File: config.mk
export PLATFORM = sky130hd
export DESIGN_NAME = nn_input_framer
export DESIGN_NICKNAME = d
export VERILOG_FILES = /design/src/rtl/nn_pkg.sv /design/src/rtl/nn_vec_fifo.sv /design/src/rtl/nn_input_framer.sv
export SDC_FILE = /design/constraint.sdc
export NUM_CORES = 1
export LEC_CHECK = 0
export CELL_PAD_IN_SITES_DETAIL_PLACEMENT = 1
export CELL_PAD_IN_SITES_GLOBAL_PLACEMENT = 1
export CORE_MARGIN = 1
export CORE_UTILIZATION = 40
export DETAILED_ROUTE_END_ITERATION = 12
export PLACE_DENSITY = 0.72
export SYNTH_ARGS = -nofsm -noshare
export SYNTH_HDL_FRONTEND = slang
export SYNTH_SLANG_ARGS = --single-unit
File: constraint.sdc
create_clock -name clk -period 2.9 [get_ports clk]
set_clock_uncertainty 0.2 [all_clocks]
set_input_delay 0.87 -clock clk [delete_from_list [all_inputs] [get_ports clk]]
set_output_delay 0.87 -clock clk [all_outputs]
set_load 0.01 [all_outputs]
File: src/rtl/nn_pkg.sv
// Shared constants and issue-FSM state type for the neural_network input framer.
package nn_pkg;
  localparam int NN_FEAT_W   = 8;
  localparam int NN_NUM_FEAT = 3;
  localparam int NN_IN_W     = NN_FEAT_W * NN_NUM_FEAT;

  typedef enum logic [1:0] {
    ST_IDLE,
    ST_ISSUE,
    ST_GUARD,
    ST_WAIT
  } issue_state_t;
endpackage

File: src/rtl/nn_vec_fifo.sv
// Synchronous vector FIFO with show-ahead head data, occupancy count and full/empty flags.
import nn_pkg::*;

module nn_vec_fifo #(
  parameter int DEPTH = 4
) (
  input  logic                       clk,
  input  logic                       rst,
  input  logic                       push,
  input  logic [NN_IN_W-1:0]         push_data,
  input  logic                       pop,
  output logic [NN_IN_W-1:0]         pop_data,
  output logic [$clog2(DEPTH):0]     count,
  output logic                       full,
  output logic                       empty
);
  localparam int AW = $clog2(DEPTH);

  logic [NN_IN_W-1:0] mem [DEPTH];
  logic [AW-1:0]      wr_ptr;
  logic [AW-1:0]      rd_ptr;
  logic               do_push;
  logic               do_pop;

  assign full     = (count == (AW+1)'(DEPTH));
  assign empty    = (count == '0);
  assign do_pop   = pop && !empty;
  // A push into a full FIFO is only legal when the same edge frees a slot.
  assign do_push  = push && (!full || do_pop);
  assign pop_data = mem[rd_ptr];

  always_ff @(posedge clk) begin
    if (do_push) begin
      mem[wr_ptr] <= push_data;
    end
  end

  always_ff @(posedge clk or negedge rst) begin
    if (!rst) begin
      wr_ptr <= '0;
      rd_ptr <= '0;
      count  <= '0;
    end else begin
      if (do_push) wr_ptr <= wr_ptr + 1'b1;
      if (do_pop)  rd_ptr <= rd_ptr + 1'b1;
      count <= count + (AW+1)'(do_push) - (AW+1)'(do_pop);
    end
  end
endmodule

File: src/rtl/nn_input_framer.sv
// Packs 3-byte frames into 24-bit vectors, buffers them and issues them to neural_network.
// Optional partial-frame timeout is enabled by defining NN_FRAMER_TIMEOUT_EN.
import nn_pkg::*;

module nn_input_framer #(
  parameter int FIFO_DEPTH     = 4,
  parameter int TIMEOUT_CYCLES = 16
) (
  input  logic                          clk,
  input  logic                          rst,
  input  logic                          s_valid,
  input  logic [NN_FEAT_W-1:0]          s_data,
  input  logic                          s_last,
  output logic                          s_ready,
  input  logic                          nn_ready,
  output logic                          nn_start,
  output logic [NN_IN_W-1:0]            nn_input_data,
  output logic                          frame_err,
  output logic [$clog2(FIFO_DEPTH):0]   fifo_count
);
  localparam int CW = $clog2(FIFO_DEPTH) + 1;

  issue_state_t                  state;
  logic [1:0]                    byte_idx;
  logic [2*NN_FEAT_W-1:0]        partial;
  logic                          accept;
  logic                          last_byte;
  logic                          push;
  logic                          pop;
  logic [NN_IN_W-1:0]            head_data;
  logic                          fifo_full;
  logic                          fifo_empty;
  logic [CW-1:0]                 count_next;

  assign accept     = s_valid && s_ready;
  assign last_byte  = (byte_idx == 2'(NN_NUM_FEAT - 1));
  assign push       = accept && last_byte && s_last && (!fifo_full || pop);
  assign pop        = (state == ST_IDLE) && !fifo_empty && nn_ready;
  assign count_next = fifo_count + CW'(push) - CW'(pop);

  nn_vec_fifo #(.DEPTH(FIFO_DEPTH)) u_fifo (
    .clk       (clk),
    .rst       (rst),
    .push      (push),
    .push_data ({partial, s_data}),
    .pop       (pop),
    .pop_data  (head_data),
    .count     (fifo_count),
    .full      (fifo_full),
    .empty     (fifo_empty)
  );

`ifdef NN_FRAMER_TIMEOUT_EN
  logic [$clog2(TIMEOUT_CYCLES+1)-1:0] idle_cnt;
`endif

  // Byte assembler: bytes shift in MSB-first so the last byte lands in [7:0].
  always_ff @(posedge clk or negedge rst) begin
    if (!rst) begin
      byte_idx  <= '0;
      partial   <= '0;
      frame_err <= 1'b0;
      s_ready   <= 1'b0;
`ifdef NN_FRAMER_TIMEOUT_EN
      idle_cnt  <= '0;
`endif
    end else begin
      frame_err <= 1'b0;
      s_ready   <= (count_next < CW'(FIFO_DEPTH));
      if (accept) begin
`ifdef NN_FRAMER_TIMEOUT_EN
        idle_cnt <= '0;
`endif
        if (last_byte) begin
          byte_idx  <= '0;
          frame_err <= !s_last;
        end else if (s_last) begin
          byte_idx  <= '0;
          frame_err <= 1'b1;
        end else begin
          partial  <= {partial[NN_FEAT_W-1:0], s_data};
          byte_idx <= byte_idx + 1'b1;
        end
      end
`ifdef NN_FRAMER_TIMEOUT_EN
      else if (byte_idx != '0) begin
        if (idle_cnt == $bits(idle_cnt)'(TIMEOUT_CYCLES - 1)) begin
          idle_cnt  <= '0;
          byte_idx  <= '0;
          frame_err <= 1'b1;
        end else begin
          idle_cnt <= idle_cnt + 1'b1;
        end
      end
`endif
    end
  end

  // Issue FSM; GUARD masks nn_ready while the network drops it after a start.
  always_ff @(posedge clk or negedge rst) begin
    if (!rst) begin
      state         <= ST_IDLE;
      nn_start      <= 1'b0;
      nn_input_data <= '0;
    end else begin
      nn_start <= 1'b0;
      case (state)
        ST_IDLE: begin
          if (pop) begin
            nn_input_data <= head_data;
            nn_start      <= 1'b1;
            state         <= ST_ISSUE;
          end
        end
        ST_ISSUE: state <= ST_GUARD;
        ST_GUARD: state <= ST_WAIT;
        ST_WAIT:  if (nn_ready) state <= ST_IDLE;
        default:  state <= ST_IDLE;
      endcase
    end
  end
endmodule
==> out/qor.csv <==
metric,value,unit
"Setup Fix Bufs, Post-CTS",0,
PortBufs,42,
WL/cell,19.0,um
# rows,43,
"flops & latches, synth",150,
RSZ-0062 raised after global routing,no,
DIE AREA,14900,um^2
Register-to-Register Path Depth,9,
Hold WS,270,ps
# hold bufs at CTS,0,
DPL Wire Length,6940,um
max-slew violations,0,
DRC,0,
Syn Nets,365,
# fillers,1310,
Slew HR,57.7,%
footprint of the multi-input gates,1430,um^2
DIE HEIGHT,122,um
most frequent cells in the layout,"edfxtp_1, nand2_1, dfrtp_1",
total of max-cap violations,0,
Highest Clock Rate,376,MHz
clk_lat worst skew,420,ps
number of H-tree levels,4,
share of the synthesized area in the top cell type,49.9,%
vias post-DR,2946,
Reg area,4230,um^2
largest area contributor in the netlist,edfxtp_1,
core area,14000,um^2
worst r2r src,u_fifo.count[1],
vias in the first global route,3339,
DRT antenna net count,0,
cts repair resizes,0,
"commonest non-fill, non-tap cell in the layout",edfxtp_1,
Cell variety after synth,27,
overall power,7290,uW
"CP delay by family, top",buffers and inverters,
CP Data Required Time,2980,ps
Area Growth Syn to Fin,24.6,%
Reg2Reg Setup Slack,460,ps
CTS max path bufs,2,
I/O pin count,43,
critical path type,primary input to register,
"Max stage delay cell, worst path",clkdlybuf4s50_1,
Worst R2R End,u_fifo.count[2],
# diodes,0,
Sink Count,150,
Global Route Usage Sum,17.4,%
Hold WC Path Type,primary input to async pin,
Final Critical Period,2660,ps
Initial Utilization,41.3,%
Post-Synthesis Cells,337,
Final Wtd Congestion,0.694,
crit end category,register,
mean area per synthesized cell,17.1,um^2
"top cells by area, synth","edfxtp_1, dfrtp_1, mux4_2, nand2_1, mux2_2",
run status,"complete, no violations",
crit path DAT,2740,ps
Num CTS Buffers,17,
number of iterations in the first detailed-routing pass,4,
cell count along the critical path,7,
"Seq/Total Area, Yosys",73.3,%
sum of buffers and inverters on the critical path,2,
YS warnings,0,
Final Cycle Share,91.7,%
pin count of the biggest net entering global routing,33,
gr ovfl total,0,
maximum vdd drop,0.414,mV
largest stage delay on the critical path,550,ps
"Clk pin slew, worst setup/hold paths",60,ps
DR vias/cell,4.94,
routed wire length,11300,um
Root Buffer,clkbuf_16,
global-route wire length before repair,18500,um
Power Dens Cells,1010,nW/um^2
leakage power,0.00281,uW
final number of setup-violating endpoints,0,
CTS tree,done,
Critical Path Fanout Max,4,
Tightest Pin Transition,634,ps
# nets final,431,
die span in x,122,um
Critical Path Start Type,primary input,
initial antenna violation count,0,
layout cells sized above 1,23.1,%
starting DRC count in detailed routing,165,
CP cell instances,"clkdlybuf4s50_1, a211oi_2, a2111oi_4, ha_1, inv_1, fa_1, xor2_1",
Mapped Area,5780,um^2
Final Hold Vio Count,0,
[cell families after synthesis]
family / after synthesis / synth area share, %
compound gates: 7 / 1.15
xor+xnor: 6 / 0.909
fa+ha+maj: 15 / 3.38
buf+inv: 28 / 2.06
flops: 150 / 73.3
mux: 42 / 12.8
simple gates: 89 / 6.39
[sequential cells by signal, indices dropped and copies added (netlist names)]
| register | count |
|---|---|
| u_fifo.mem | 96 |
| nn_input_data | 24 |
| partial | 16 |
| u_fifo.count | 3 |
| byte_idx | 2 |
| state | 2 |
| u_fifo.rd_ptr | 2 |
| u_fifo.wr_ptr | 2 |
| frame_err | 1 |
| nn_start | 1 |
| s_ready | 1 |
[per-layer routing]
metal	up-vias	track usage (%)	share of wire (%)
li1	1356	-	-
met1	1531	21.1	41
met2	44	29.5	54
met3	15	4.26	3.0
met4	0	7.32	1.8
met5	-	0	0
[per-stage QoR]
stage / setup slack [ps] / std cells / util, % / instance area (um^2) / setup TNS, ps
4_1_cts: 237 / 596 / 51.5 / 7200 / 0
6_report: 240 / 596 / 51.5 / 7200 / 0
5_1_grt: 154 / 596 / 51.5 / 7200 / 0
3_5_place_dp: -157 / 564 / 47.1 / 6580 / -13600
2_1_floorplan: 245 / 337 / - / 5780 / 0
3_3_place_gp: -124 / 564 / 47.1 / 6580 / -10180
[worst register-to-register path: stages, from the launching register on]
cell	delay (ps)
dfrtp_1	470
or3_1	420
nand3_2	110
inv_2	40
ha_1	260
inv_1	60
ha_1	150
inv_1	60
fa_1	370
xor2_1	170
[cell type report]
class                   count  share of cell area, %
clock inverters            10                   1.72
repair buffers             58                   8.83
well taps                 180                   3.13
flip-flops and latches    150                   58.8
clock buffers              22                   6.86
inverters                  17                  0.886
multi-input cells         159                   19.8
[cell usage after synthesis]
library cell / number
and2_2: 4
mux2i_1: 1
xor2_1: 2
a211oi_2: 1
nor2_1: 1
nand2_1: 78
nand3_1: 1
nand3_2: 1
fa_1: 1
edfxtp_1: 96
mux2_2: 17
and2b_2: 1
xnor2_1: 4
a21oi_1: 1
o21ai_0: 3
a31oi_1: 1
inv_2: 1
or3_1: 2
buf_2: 8
buf_1: 2
inv_1: 16
a2111oi_4: 1
dfrtp_1: 54
buf_4: 1
mux4_2: 24
and3_1: 1
ha_1: 14
[power breakdown]
part / switching, uW / leakage (uW) / internal (uW)
clock network: 813 / 0.000304 / 1450
registers: 333 / 0.00153 / 2800
logic: 894 / 0.000977 / 1000
[worst max-delay path by stage]
| stage | startpoint | endpoint | slack [ps] |
|---|---|---|---|
| global placement | nn_ready | u_fifo.count[2] | -120 |
| floorplan | nn_ready | u_fifo.count[2] | 240 |
| finish | nn_ready | u_fifo.count[2] | 240 |
| detailed placement | nn_ready | u_fifo.mem[1][18] | -160 |
| CTS | nn_ready | u_fifo.count[2] | 240 |
| global route | nn_ready | u_fifo.count[2] | 150 |
Note: power is estimated with default switching activity, not from simulation.
